==> src/rtl/riscv_pkg.sv <==
// Constants shared by the fetch, queue and decode stages.
package riscv_pkg;

  // Word address width of the program counter.
  localparam int RV_ADDR_WIDTH = 11;

  // Instruction word width.
  localparam int RV_DATA_WIDTH = 32;

  // Canonical no-op (addi x0, x0, 0); shown downstream whenever nothing is queued.
  localparam logic [31:0] RV_NOP = 32'h0000_0013;

endpackage

==> src/rtl/instr_queue_mem.sv <==
// Entry storage for the instruction queue: DEPTH registers of WIDTH bits,
// one synchronous write port and one asynchronous (show-ahead) read port.
// Contents are deliberately not reset; validity is tracked by the owner.
module instr_queue_mem #(
  parameter int DEPTH = 4,
  parameter int WIDTH = 43
) (
  input  logic                     clk,
  input  logic                     we,
  input  logic [$clog2(DEPTH)-1:0] waddr,
  input  logic [WIDTH-1:0]         wdata,
  input  logic [$clog2(DEPTH)-1:0] raddr,
  output logic [WIDTH-1:0]         rdata
);

  logic [WIDTH-1:0] mem [DEPTH];

  // Write the addressed entry on an accepted push.
  always_ff @(posedge clk) begin
    if (we) begin
      mem[waddr] <= wdata;
    end
  end

  // Zero-latency read of the head entry.
  assign rdata = mem[raddr];

endmodule

==> src/rtl/instr_queue.sv <==
// Fetch-to-decode instruction queue: a circular show-ahead FIFO of
// {pc, instr} pairs with flush support for branch/jump redirects.
//
// Handshakes: an item moves across a port exactly when valid && ready is
// high at a rising clock edge. in_ready depends combinationally on flush and
// rst (never on in_valid); out_valid depends only on registered state. There
// is no pass-through: a full queue refuses a push even while it pops, and an
// empty queue never forwards a push straight to the output.
module instr_queue
  import riscv_pkg::*;
#(
  parameter int ADDR_WIDTH = riscv_pkg::RV_ADDR_WIDTH,
  parameter int DATA_WIDTH = riscv_pkg::RV_DATA_WIDTH,
  parameter int DEPTH      = 4
) (
  input  logic                     clk,
  input  logic                     rst,
  input  logic                     flush,
  input  logic                     in_valid,
  output logic                     in_ready,
  input  logic [ADDR_WIDTH-1:0]    in_pc,
  input  logic [DATA_WIDTH-1:0]    in_instr,
  output logic                     out_valid,
  input  logic                     out_ready,
  output logic [ADDR_WIDTH-1:0]    out_pc,
  output logic [DATA_WIDTH-1:0]    out_instr,
  output logic [$clog2(DEPTH):0]   count
);

  localparam int PTR_W   = $clog2(DEPTH);
  localparam int CNT_W   = PTR_W + 1;
  localparam int ENTRY_W = ADDR_WIDTH + DATA_WIDTH;

  logic [PTR_W-1:0]   wr_ptr;
  logic [PTR_W-1:0]   rd_ptr;
  logic [CNT_W-1:0]   count_q;
  logic               push;
  logic               pop;
  logic [ENTRY_W-1:0] head;

  // Flush and reset both block pushes so nothing lands in storage during a
  // redirect; pop is masked by flush because the pointers are being cleared.
  assign in_ready  = (count_q < CNT_W'(DEPTH)) && !flush && !rst;
  assign out_valid = (count_q != '0);
  assign push      = in_valid && in_ready;
  assign pop       = out_valid && out_ready && !flush;
  assign count     = count_q;

  // Pointer and occupancy update; priority is rst, then flush, then push/pop.
  always_ff @(posedge clk) begin
    if (rst) begin
      wr_ptr  <= '0;
      rd_ptr  <= '0;
      count_q <= '0;
    end else if (flush) begin
      wr_ptr  <= '0;
      rd_ptr  <= '0;
      count_q <= '0;
    end else begin
      if (push) begin
        wr_ptr <= wr_ptr + PTR_W'(1);
      end
      if (pop) begin
        rd_ptr <= rd_ptr + PTR_W'(1);
      end
      case ({push, pop})
        2'b10:   count_q <= count_q + CNT_W'(1);
        2'b01:   count_q <= count_q - CNT_W'(1);
        default: count_q <= count_q;
      endcase
    end
  end

  instr_queue_mem #(
    .DEPTH (DEPTH),
    .WIDTH (ENTRY_W)
  ) u_mem (
    .clk   (clk),
    .we    (push),
    .waddr (wr_ptr),
    .wdata ({in_pc, in_instr}),
    .raddr (rd_ptr),
    .rdata (head)
  );

  // Present the head entry, or a clean NOP bubble when nothing is queued.
  always_comb begin
    out_pc    = '0;
    out_instr = DATA_WIDTH'(RV_NOP);
    if (out_valid) begin
      out_pc    = head[ENTRY_W-1:DATA_WIDTH];
      out_instr = head[DATA_WIDTH-1:0];
    end
  end

endmodule
==> config.mk <==
export PLATFORM = sky130hd
export DESIGN_NAME = instr_queue
export DESIGN_NICKNAME = d
export VERILOG_FILES = /design/src/rtl/riscv_pkg.sv /design/src/rtl/instr_queue_mem.sv /design/src/rtl/instr_queue.sv
export SDC_FILE = /design/constraint.sdc
export NUM_CORES = 1
export LEC_CHECK = 0
export BUFFER_PORTS_ARGS = -buffer_cell sky130_fd_sc_hd__buf_2
export CORE_MARGIN = 2
export CORE_UTILIZATION = 42
export DETAILED_ROUTE_END_ITERATION = 7
export PLACE_DENSITY_LB_ADDON = 0.25
export RECOVER_POWER = 50
export SYNTH_ARGS = -nofsm -noshare
export SYNTH_HDL_FRONTEND = slang
export SYNTH_SLANG_ARGS = --single-unit
==> constraint.sdc <==
create_clock -name clk -period 3.3 [get_ports clk]
set_input_delay 0.165 -clock clk [delete_from_list [all_inputs] [get_ports clk]]
set_output_delay 0.165 -clock clk [all_outputs]
set_load 0.005 [all_outputs]
==> impl_results.md <==
- Outcome: finished clean
- Maximum number of pins on one net before global-route repair: 35
- All-layer global routing usage: 15.1%
- Average detailed-routed wire length per instance: 17.8 um
- Die X: 133 um
- Iteration-0 DRC count of the detailed router: 147
- Setup TNS Final: 0 ns
- Initial antenna violation count: 0
- Area of the placeable core: 16400 um2
- Max Clk Rate: 377 MHz
- Relative slew slack: 11.4%
- Number of slew-limit violations in the final report: 0
- Syn Area/Cell: 21.5 um2
- Number of iterations in the first detailed-routing pass: 4
- Number of max-capacitance violations reported: 0
- Basic-gate share of the synthesized area counting and, or, nand and nor cells: 5.59%
- Layout filler cell count: 1299
- Synth-to-layout area growth: 25.3%
- Cell-internal power: 3.89 mW
- Part of the power in the clock network: 43.8%
- Hold wc startpoint: rst
- Synth Area in XOR/XNOR: 0.501%
- Pwr Total: 4.80 mW
- Post-Syn Nets: 379
- Yosys warnings: 0
- DRT antenna net count: 0
- Leakage Power: 2.88 nW
- Seq cells post-synth: 181
- # IOs: 96
- Number of endpoints with negative hold slack in the final report: 0
- Worst endpoint required time: 3.41 ns
- Wire length of the first global-routing pass: 19800 um
- Total length of routed met3 wires: 631 um
- Most used cells in the layout excluding fill and tap cells: edfxtp_1, buf_2, clkbuf_1, mux4_2, dlygate4sd3_1
- Syn Inst Count: 325
- Worst reg2reg path startpoint: count[2]$_SDFFE_PP0P_
- Total wire length after detailed routing: 12700 um
- P_sw: 0.912 mW
- Startpoint Class: flip-flop
- Met1 wire length: 5610 um
- Worst path arrival time: 2.76 ns
- End point of the most critical hold path: wr_ptr[1]$_SDFFE_PP0P_
- H-tree lvl count: 4
- Largest family of logic cells by synthesized area: multiplexers
- Category of the worst setup path capture point: flip-flop
- Count of endpoints failing setup in the final report: 0
- Transition at the pin with the smallest max-transition slack: 1.33 ns
- Net count, final: 532
- Clock latency reported for the late side of the worst-skew pair: 0.41 ns
- Min cycle time layout: 2.65 ns
- CP Class: flip-flop to flip-flop
- Wire length on met2: 6290 um
- Seq/Total Area, Yosys: 76.5%
- Top metal layer carrying routed signals: met4
- Port-buffer cells: 95
- TritonCTS buffer count: 17
- Worst setup skew after layout: 0.00585 ns
- Library cell used as clock root buffer: clkbuf_16
- Final HPWL DP: 7880 um
- Die Footprint: 17700 um2
- Instance count along the most critical hold path: 4
- Synthesized-area fraction occupied by ao, oa, aoi and oai cells: 0.573%
- Setup repair after global routing missed its margin: false
- Antenna diodes: 0
- Startpoint of the worst setup timing path: count[2]$_SDFFE_PP0P_
- Cell Area, Synth: 6990 um2
- Fraction of final layout cells with drive strength greater than 1: 28.7%
- Largest driver fanout on the critical path: 24
- Class of the tightest hold or removal check: input pin to flip-flop
- Vert. Die Dim: 133 um
- Combinational cell fraction of total power: 3.3%
- TritonCTS clock tree: yes
- Total power per unit cell area: 549 nW/um2
- Post-Synth Adder-Cell Area: 1.18%
- Commonest non-fill, non-tap cell in the layout: edfxtp_1
- Vias in the first global route: 3716
- Mux contribution to synthesized area: 13.9%
- Count of distinct cell types in the synthesized netlist: 23
- Endpoint of the most critical register-to-register path: u_mem.mem[3][38]$_DFFE_PP_
- VDD IR max: 0.346 mV
- Worst-case clock buffer depth: 2
- Power share of the sequential group: 52.9%
- Total number of clock tree sinks: 181
- # DRC: 0
- Initial core utilization: 42.6%
- Ratio of final minimum period to clock period: 80.4%
- Clock input transition at the sequential cells of the worst setup and hold paths: 0.06 ns
- Average via count per standard cell: 4.91
- Rows: 47
- Leftover overflow at the end of global routing: 0
- Register-to-register path setup slack: 0.65 ns
- Count of vias placed by the detailed router: 3493
- Reg2Reg Depth: 3
- GPL Wtd Cong: 0.722
- Fraction of power spent switching nets: 19.0%
==> kinds of logic after synthesis <==
kind of cell,after synthesis
fa+ha+maj,6
simple gates,62
buf+inv,22
xor+xnor,4
mux,43
flops,181
compound gates,7
==> layout make-up <==
type | instances | area [um2] | share of cell area [%]
flip-flops and latches | 181 | 5350 | 61.1
multi-input cells | 122 | 1520 | 17.4
repair buffers | 149 | 957 | 10.9
clock buffers | 17 | 425 | 4.86
well taps | 220 | 275 | 3.14
clock inverters | 15 | 201 | 2.30
inverters | 7 | 26.3 | 0.300
==> power groups by stage <==
stage / Clock [mW] / Combinational, mW / Sequential, mW
after global routing: 2.24 / 0.176 / 2.54
after CTS: 2.15 / 0.169 / 2.54
final: 2.10 / 0.160 / 2.54
after global placement: 0 / 0.125 / 2.59
after detailed placement: 0 / 0.128 / 2.59
after floorplan: 0 / 0.0531 / 2.59
==> stage by stage <==
step,setup slack (ns),cell area (um2),cells,utilization [%],hold slack (ns)
2_1_floorplan,0.999,6990,325,-,0.264
3_3_place_gp,1.13,7760,636,47.3,0.378
3_5_place_dp,1.07,7760,636,47.3,0.385
4_1_cts,0.656,8810,711,53.7,0.0852
5_1_grt,0.386,8750,711,53.4,0.130
6_report,0.645,8750,711,53.4,0.0987
==> sequential cells by signal (all words and copies together), names as in the netlist, named ones only <==
name / cells
count: 3
u_mem.mem: 172
wr_ptr: 2
rd_ptr: 2
==> cells in the mapped netlist <==
library cell | instances | area (um2)
a21oi_1 | 3 | 15.0
and2_1 | 4 | 25.0
buf_2 | 4 | 20.0
buf_6 | 5 | 56.3
clkbuf_1 | 6 | 22.5
dfxtp_1 | 9 | 180
edfxtp_1 | 172 | 5160
fa_1 | 1 | 20.0
ha_1 | 5 | 62.6
inv_1 | 7 | 26.3
mux4_2 | 43 | 968
nand2_1 | 2 | 7.51
nor2_1 | 8 | 30.0
nor2b_1 | 40 | 250
nor3_4 | 1 | 16.3
nor4b_4 | 1 | 23.8
o21ai_0 | 2 | 10.0
o31ai_1 | 2 | 15.0
or2_1 | 3 | 18.8
or2_2 | 1 | 6.26
or3_1 | 2 | 12.5
xnor2_1 | 1 | 8.76
xor2_1 | 3 | 26.3
==> repair_timing <==
item,in CTS,in global routing
hold buffers,43,0
gates resized for setup,0,0
endpoints found under the hold margin,172,0
buffers inserted,0,0
endpoints found under the setup margin,0,0
==> critical path, cell delays in order (launching register included) <==
cell     delay [ns]
dfxtp_1        0.40
nor4b_4        0.47
and2_1         1.07
buf_4          0.39
==> routing by layer <==
layer,up-vias,track usage [%]
met3,13,4.33
met4,0,4.30
met5,-,0
li1,1604,-
met2,93,25.2
met1,1783,19.3
==> how the worst max path moves through the flow <==
stage,endpoint,slack [ns],cells past startpoint
finish,u_mem.mem[3][38]$_DFFE_PP_,0.65,3
global route,u_mem.mem[3][38]$_DFFE_PP_,0.39,3
CTS,out_instr[26],0.66,4
detailed placement,u_mem.mem[3][32]$_DFFE_PP_,1.07,3
global placement,out_pc[3],1.13,4
floorplan,u_mem.mem[0][0]$_DFFE_PP_,1.0,2
Power figures use the tool's default switching activity.
